### src/rtl/rr_arbiter8_pkg.sv
// Shared constants for the 8-way round-robin arbiter: requester count, index width,
// FSM encodings and the default grant hold limit.
package rr_arbiter8_pkg;

    localparam int unsigned N_REQ        = 8;
    localparam int unsigned IDX_W        = 3;
    localparam int unsigned HOLD_MAX_DEF = 16;

    localparam logic [0:0] ST_IDLE  = 1'b0;
    localparam logic [0:0] ST_GRANT = 1'b1;

    // One-hot grant vector for a binary requester index.
    function automatic logic [N_REQ-1:0] idx2onehot(input logic [IDX_W-1:0] idx);
        return N_REQ'(1) << idx;
    endfunction

endpackage

### src/rtl/rr_arbiter8_pick.sv
// rr_pick8: combinational rotating first-set-bit search starting at ptr (mod 8).
module rr_pick8
    import rr_arbiter8_pkg::*;
(
    input  logic [N_REQ-1:0] req,
    input  logic [IDX_W-1:0] ptr,
    output logic [IDX_W-1:0] idx,
    output logic             any
);

    assign any = |req;

    // Scan from the far end back toward ptr so the closest set bit wins last.
    always_comb begin
        idx = ptr;
        for (int k = N_REQ - 1; k >= 0; k--) begin
            if (req[ptr + IDX_W'(k)]) begin
                idx = ptr + IDX_W'(k);
            end
        end
    end

endmodule

### src/rtl/rr_arbiter8.sv
// rr_arbiter8: two-state round-robin arbiter for 8 requesters with registered grant.
// Optional forced-release timeout is built when ARB_TIMEOUT_EN is defined.
module rr_arbiter8
    import rr_arbiter8_pkg::*;
#(
    parameter int unsigned HOLD_MAX = HOLD_MAX_DEF
) (
    input  logic             clk,
    input  logic             rst_n,
    input  logic [N_REQ-1:0] req,
    input  logic             done,
    output logic [N_REQ-1:0] gnt,
    output logic [IDX_W-1:0] sel,
    output logic             valid,
    output logic             timeout
);

    if (HOLD_MAX < 1) begin : g_hold_chk
        $error("rr_arbiter8: HOLD_MAX must be at least 1");
    end

    logic [0:0]       r_state;
    logic             r_armed;
    logic [IDX_W-1:0] r_ptr;
    logic [N_REQ-1:0] r_gnt;
    logic [IDX_W-1:0] r_sel;
    logic             r_valid;

    logic [0:0]       w_state_nxt;
    logic [IDX_W-1:0] w_ptr_nxt;
    logic [N_REQ-1:0] w_gnt_nxt;
    logic [IDX_W-1:0] w_sel_nxt;
    logic             w_valid_nxt;

    logic [IDX_W-1:0] w_pick_idx;
    logic             w_pick_any;
    logic             w_nat_rel;
    logic             w_hold_hit;
    logic             w_release;

    rr_pick8 u_pick (
        .req (req),
        .ptr (r_ptr),
        .idx (w_pick_idx),
        .any (w_pick_any)
    );

    assign w_nat_rel = done | ~req[r_sel];
    assign w_release = w_nat_rel | w_hold_hit;

`ifdef ARB_TIMEOUT_EN
    localparam int unsigned CNT_W = $clog2(HOLD_MAX + 1);

    logic [CNT_W-1:0] r_hold_cnt;
    logic             r_timeout;

    assign w_hold_hit = (r_state == ST_GRANT) &&
                        ((r_hold_cnt + CNT_W'(1)) == CNT_W'(HOLD_MAX));

    // Counter sits at zero outside GRANT, so every new grant starts a fresh count.
    always_ff @(posedge clk or negedge rst_n) begin
        if (!rst_n) begin
            r_hold_cnt <= '0;
            r_timeout  <= 1'b0;
        end else begin
            r_timeout <= w_hold_hit & ~w_nat_rel;
            if ((r_state == ST_GRANT) && !w_release) begin
                r_hold_cnt <= r_hold_cnt + CNT_W'(1);
            end else begin
                r_hold_cnt <= '0;
            end
        end
    end

    assign timeout = r_timeout;
`else
    assign w_hold_hit = 1'b0;
    assign timeout    = 1'b0;
`endif

    // r_armed delays arbitration by one edge after reset release.
    always_ff @(posedge clk or negedge rst_n) begin
        if (!rst_n) begin
            r_state <= ST_IDLE;
            r_armed <= 1'b0;
            r_ptr   <= '0;
            r_gnt   <= '0;
            r_sel   <= '0;
            r_valid <= 1'b0;
        end else begin
            r_state <= w_state_nxt;
            r_armed <= 1'b1;
            r_ptr   <= w_ptr_nxt;
            r_gnt   <= w_gnt_nxt;
            r_sel   <= w_sel_nxt;
            r_valid <= w_valid_nxt;
        end
    end

    always_comb begin
        w_state_nxt = r_state;
        w_ptr_nxt   = r_ptr;
        w_gnt_nxt   = r_gnt;
        w_sel_nxt   = r_sel;
        w_valid_nxt = r_valid;
        case (r_state)
            ST_IDLE: begin
                w_gnt_nxt   = '0;
                w_valid_nxt = 1'b0;
                if (r_armed && w_pick_any) begin
                    w_state_nxt = ST_GRANT;
                    w_gnt_nxt   = idx2onehot(w_pick_idx);
                    w_sel_nxt   = w_pick_idx;
                    w_valid_nxt = 1'b1;
                end
            end
            ST_GRANT: begin
                // Releasing owner becomes lowest priority for the next round.
                if (w_release) begin
                    w_state_nxt = ST_IDLE;
                    w_gnt_nxt   = '0;
                    w_valid_nxt = 1'b0;
                    w_ptr_nxt   = r_sel + IDX_W'(1);
                end
            end
            default: begin
                w_state_nxt = ST_IDLE;
                w_gnt_nxt   = '0;
                w_valid_nxt = 1'b0;
            end
        endcase
    end

    assign gnt   = r_gnt;
    assign sel   = r_sel;
    assign valid = r_valid;

endmodule

### config.mk
export PLATFORM = sky130hd
export DESIGN_NAME = rr_arbiter8
export DESIGN_NICKNAME = d
export VERILOG_FILES = /design/src/rtl/rr_arbiter8_pkg.sv /design/src/rtl/rr_arbiter8_pick.sv /design/src/rtl/rr_arbiter8.sv
export SDC_FILE = /design/constraint.sdc
export NUM_CORES = 1
export LEC_CHECK = 0
export CORE_MARGIN = 1.5
export CORE_UTILIZATION = 55
export CTS_BUF_LIST = sky130_fd_sc_hd__clkbuf_16
export CTS_CLUSTER_SIZE = 12
export DETAILED_ROUTE_END_ITERATION = 10
export PLACE_DENSITY = 0.81
export SLEW_MARGIN = 20
export SYNTH_ARGS = -nofsm -noshare
export SYNTH_HDL_FRONTEND = slang
export SYNTH_HIERARCHICAL = 1
export SYNTH_SLANG_ARGS = --single-unit
### constraint.sdc
create_clock -name clk -period 5.6 [get_ports clk]
set_input_delay 1.12 -clock clk [delete_from_list [all_inputs] [get_ports clk]]
set_output_delay 1.12 -clock clk [all_outputs]
set_load 0.01 [all_outputs]
### Yosys cells after proc, flatten, opt, wreduce, memory -nomap -nowiden

Index checks and enable logic that the tools add are counted.

| storage, ports and cells | value |
|---|---|
| flip-flop bits (word level) | 17 |
| bits of input ports | 11 |
| output and inout bits | 13 |
| logic and storage cells | 66 |

| cells by class | value |
|---|---|
| add/subtract/negate cells | 8 |
| $lt $le $gt $ge | 9 |
| equality and inequality tests | 1 |
| shift-type cells | 1 |
| multiplexer cells | 34 |
| bitwise operators | 3 |
| reduce and logical (&&, ||, !) cells | 4 |

Operator list:

| operator | number |
|---|---|
| $lt A3 B4 Y1 const B | 9 |
| $bmux W1 S3 | 9 |
| $mux W3 | 8 |
| $mux W8 | 2 |
| $pmux W8 S2 | 1 |
| $add A3 B3 Y3 const B | 4 |
| $mux W1 | 12 |
| $reduce_or A8 Y1 | 1 |
| $shl A1 B3 Y8 const A | 1 |
| $add A3 B1 Y3 const B | 2 |
| $add A3 B2 Y3 const B | 2 |
| $pmux W1 S2 | 2 |
| $reduce_and A2 Y1 | 2 |
| $ne A2 B1 Y1 const B | 1 |
| $not A1 Y1 | 2 |
| $logic_and A1 B1 Y1 | 1 |
| $or A1 B1 Y1 | 1 |

### Longest topological paths before layout

| logic depth | value |
|---|---|
| depth in word-level cells | 14 |
| depth in mapped cells | 14 |
| gate-level depth less buffers | 11 |

### Hierarchy

Netlist, hierarchy kept.

Modules (own cells, without submodules):

| module | instances | cells each | area an instance (µm²) | seq. area each (µm²) |
|---|---|---|---|---|
| rr_pick8 | 1 | 94 | 874.6 | 0.0 |
| rr_arbiter8 | 1 | 65 | 785.8 | 425.4 |

### Least setup slack after synthesis

No wires, ideal clock.

| timing | value |
|---|---|
| path type | register to register |
| from | register r_ptr[1] |
| to | register r_gnt[5], in the netlist gnt[5] |
| setup time | 0.122 ns |
| arrival time | 3.120 ns |
| required time | 5.478 ns |
| path slack | 2.358 ns |
| cell stages (with the launch flop) | 14 |
| path buffers | 3 |
| clock period less this slack | 3.242 ns |
| cells stage by stage | dfrtp_1 buf_6 clkbuf_1 inv_1 ha_1 clkbuf_1 mux4_2 mux2i_4 o21ai_1 a31oi_1 o211ai_1 a221oi_2 nor2_1 a32o_1 |

| between the ends | value |
|---|---|
| word-level cells in the longest chain between the ends | 14 |
| elaborated cells between the ends (all ways) | 34 |
| those cells by class | add/sub: 7; shift: 1; mux: 26 |

RTL lines:

| what | RTL line | text |
|---|---|---|
| start: declaration | rr_arbiter8.sv:24 | `logic [IDX_W-1:0] r_ptr;` |
| start signal: assignment | rr_arbiter8.sv:93 | `r_ptr <= w_ptr_nxt;` |
| $add A3 B3 Y3 | rr_arbiter8_pick.sv:17, rr_arbiter8_pick.sv:18 |  |
| $bmux W1 S3 | rr_arbiter8_pick.sv:17 | `if (req[ptr + IDX_W'(k)]) begin` |
| $mux W1 (not written as such) | rr_arbiter8_pick.sv:17 |  |
| $mux W3 (7 in a row) | rr_arbiter8_pick.sv:17 |  |
| $mux W3 * | rr_arbiter8_pick.sv:17 |  |
| net w_pick_idx[1] | rr_arbiter8.sv:35 | `logic [IDX_W-1:0] w_pick_idx;` |
| $shl A1 B3 Y8 * | rr_arbiter8_pkg.sv:14 | `return N_REQ'(1) << idx;` |
| $mux W8 * | rr_arbiter8.sv:110 | `if (r_armed && w_pick_any) begin` |
| $pmux W8 S2 * | rr_arbiter8.sv:106 | `case (r_state)` |
| end signal: assignment | rr_arbiter8.sv:94 | `r_gnt <= w_gnt_nxt;` |
| end: declaration | rr_arbiter8.sv:25 | `logic [N_REQ-1:0] r_gnt;` |

The timed path passes the listed nets; every way through them passes the cells marked *. The select of a mux whose other input is x is not followed.
A chain may end at the register's enable or synchronous reset.

### Worst setup path after layout

| timing | value |
|---|---|
| from | register r_ptr[0] |
| to | register r_gnt[1], in the netlist gnt[1] |

Same word-level chain as after synthesis.

==> summary.md <==
| Metric | Value |
|---|---|
| Via density | 6.560 |
| Layout fillers | between 200 and 250 |
| Slowest-stage cell, CP | dfrtp_1 |
| First-pass GRT wire length | a little over 6 mm |
| Crit path cell chain | inv_1 > ha_1 > mux4_2 > a221oi_1 > a22o_1 > nand4_1 > a21oi_1 > nand2b_1 > nor3_1 > a21o_2 |
| Die ar. | around 0.0034 mm^2 |
| Leakage Power | around 0.00081 uW |
| Final ANT Viol Nets | 0 |
| Top FF cell, synth | dfrtp_1 |
| Post-Route WL | between 3 and 4 mm |
| # rows | 19 |
| Critical Path End Type | flip-flop |
| FFs w/ async S/R, synth | 1.000 |
| Worst-Skew Late Latency | roughly 0.25 ns |
| RR Endpoint | gnt[1] |
| Yosys warnings | 6 |
| Worst R2R Start | r_ptr[0] |
| CP arrival | roughly 4 ns |
| Synth area leaders | dfrtp_1 26%, mux4_2 12%, mux2i_1 6.0% |
| WP data required | about 5.7 ns |
| Sum Neg Setup Slack | 0 ns |
| Worst hold path type | reg -> reg |
| Synth top area share | 0.2562 |
| Hold EP | gnt[4] |
| Period utilization | 0.6894 |
| Setup bufs post-CTS | 0 |
| Inserted Clock Buffers | 3 |
| CP Max Fanout | 21 |
| Post-Syn Instances | 159 |
| Reg clk slew, reported paths | ~0.05 ns |
| Starting DRT DRC Count | between 70 and 80 |
| Wire length per cell | approximately 17 um |
| Seq/Total Area, Yosys | 0.2562 |
| Clock Sinks | 17 |
| CTS tree | yes |
| Buffers on Ports | 22 |
| DIE HEIGHT | about 58 um |
| Initial Util | 0.5919 |
| Pins Over Slew Limit | 0 |
| Die span in x | 57.95 um |
| Final worst slack | roughly 1.7 ns |
| Critical path class | reg -> reg |
| Cell with the most instances after synthesis | nand2_1 |
| # nets final | around 190 |
| Vias | ~1400 |
| Worst r2r path cells | 10 |
| # hold bufs at CTS | 0 |
| Fin. Hold Viols | 0 |
| Number of enable flip-flop cells after synthesis | 0 |
| Core Footprint | 0.002805 mm^2 |
| Initial antenna violation count | 0 |
| FF+latch count, synth | 17 |
| Peak supply drop | 0.0004606 V |
| Hold path depth | 1 |
| Syn avg cell area | roughly 10 um^2 |
| Clock root cell | clkbuf_16 |
| PostCTS Resize Cnt | 0 |
| Power per cell area | between 700 and 800 mW/mm^2 |
| Slew @ Worst Pin | 0.9016 ns |
| Startpoint types | flip-flop |
| Count of different cell masters after synthesis | 52 |
| Rel. slew slack | 0.3989 |
| Area Overhead vs Synth | 16.88% |
| I/O pin cnt | 24 |
| Dpl hpwl | 2.613 mm |
| Max-cap viol count | 0 |
| Top cells by count, synth | 23 x nand2_1, 17 x dfrtp_1, 10 x mux2i_1 |
| # diodes | 0 |
| H-tree depth | 1 |
| Tmin final | 3.861 ns |
| Flop-to-flop setup slack | between 1.5 and 2 ns |
| Unrepaired setup endpoints after global routing | false |
| Status | finished, final reports clean |
| Largest net degree at the start of global routing | 23 |
| Cell Area, Synth | between 0.0015 and 0.002 mm^2 |
| Hold_sp | gnt[4] |
| Number of global-route vias before repair | between 1000 and 1500 |
| Max incr delay on CP | around 0.93 ns |
| Routability-driven placement congestion ratio | about 0.84 |
| Syn Nets | approximately 170 |
| Setup Slack @ Placement | around 1.7 ns |
| CTS Buffer Depth | 2 |
| GRT Total Usage | 0.2346 |
| Pre-Repair DR Iteration Count | 6 |
| Gr ovfl total | 0 |
| DRC | 0 |
| Achievable Freq | approximately 260 MHz |
| Share of layout cells above drive strength 1 | 0.2045 |
| Clock skew | about 0.0023 ns |
| Finish-stage setup viols | 0 |
| Largest area contributor in the synthesized netlist | dfrtp_1 |
-- worst max-delay path, delay by kind of cell, from the launching register on --
| family | cells | cell delay, ns |
|---|---|---|
| buf+inv | 1 | 0.20 |
| mux | 1 | 0.43 |
| compound gates | 4 | 1.27 |
| fa+ha+maj | 1 | 0.55 |
| simple gates | 3 | 0.37 |
| flops | 1 | 0.93 |
-- through the flow --
| step | area, um^2 | std cells | power [uW] | utilization | hold slack [ns] |
|---|---|---|---|---|---|
| final | 1941 | 207 | 1403 | 0.6918 | 0.4910 |
| after global routing | 1941 | 207 | 1508 | 0.6918 | 0.5063 |
| after CTS | 1941 | 207 | 1396 | 0.6918 | 0.4906 |
| after detailed placement | 1862 | 203 | 1244 | 0.6637 | 0.4771 |
| after global placement | 1862 | 203 | 1214 | 0.6637 | 0.4667 |
| after floorplan | 1660 | 159 | 1039 | - | 0.4738 |
-- kinds of logic (layout without fill, tap and decap cells) --
family	count (synthesis)	after routing	synth area share
simple gates	52	52	0.1643
buf+inv	15	32	0.04822
mux	31	31	0.2954
xor+xnor	4	4	0.02563
compound gates	35	35	0.1831
flops	17	17	0.2562
other cells	2	2	0.004523
fa+ha+maj	3	3	0.02261
-- cell type report --
type                    count  area, um^2  share of cell area
clock buffers               3       75.07             0.03868
clock inverters             1       3.754            0.001934
inverters                   6       22.52             0.01161
multi-input cells         127        1155              0.5951
flip-flops and latches     17       425.4              0.2192
well taps                  31       38.79             0.01999
repair buffers             22       220.2              0.1135
-- how the worst max path moves through the flow --
stage	startpoint	end
detailed placement	req[3]	gnt[1]
global route	r_ptr[0]	gnt[1]
global placement	req[3]	gnt[1]
floorplan	r_ptr[1]	gnt[5]
finish	r_ptr[0]	gnt[1]
CTS	r_ptr[0]	gnt[1]
-- report_power, final --
part / leakage [uW] / switching, uW / internal (uW) / total (uW)
Combinational: 0.000545 / 499 / 475 / 974
Clock: 0.0000423 / 45.4 / 94.7 / 140
Sequential: 0.000219 / 119 / 171 / 290
Total: 0.000807 / 663 / 741 / 1400
-- registers in the layout, summed over array words and instances, names as in the netlist --
register / cells
r_state: 1
r_ptr: 3
gnt: 8
r_armed: 1
valid: 1
sel: 3
-- layout by cell type (no fill, tap or decap), types with 2 or more instances in the layout --
cell type	n
a211oi_1	2
nor3_1	3
a21oi_1	2
mux2_2	8
nand2_1	23
clkbuf_16	3
a22o_1	3
a22oi_1	2
mux2i_4	2
dfrtp_1	17
nand2b_1	3
mux4_1	2
o21ai_1	3
mux4_2	9
xor2_1	2
a21o_2	3
o22ai_1	3
nor2_1	8
clkdlybuf4s50_1	22
nand4_1	2
nor4_1	2
mux2i_1	10
inv_1	7
ha_1	3
conb_1	2
a32o_1	2
or2_2	2
o211ai_1	2
o2bb2ai_1	3
-- layer usage --
metal  track usage  wire length, um
met5             0                0
met4       0.05316               24
met3       0.04464              240
met2        0.3718             1768
met1        0.3367             1569
Power figures use the tool's default switching activity.
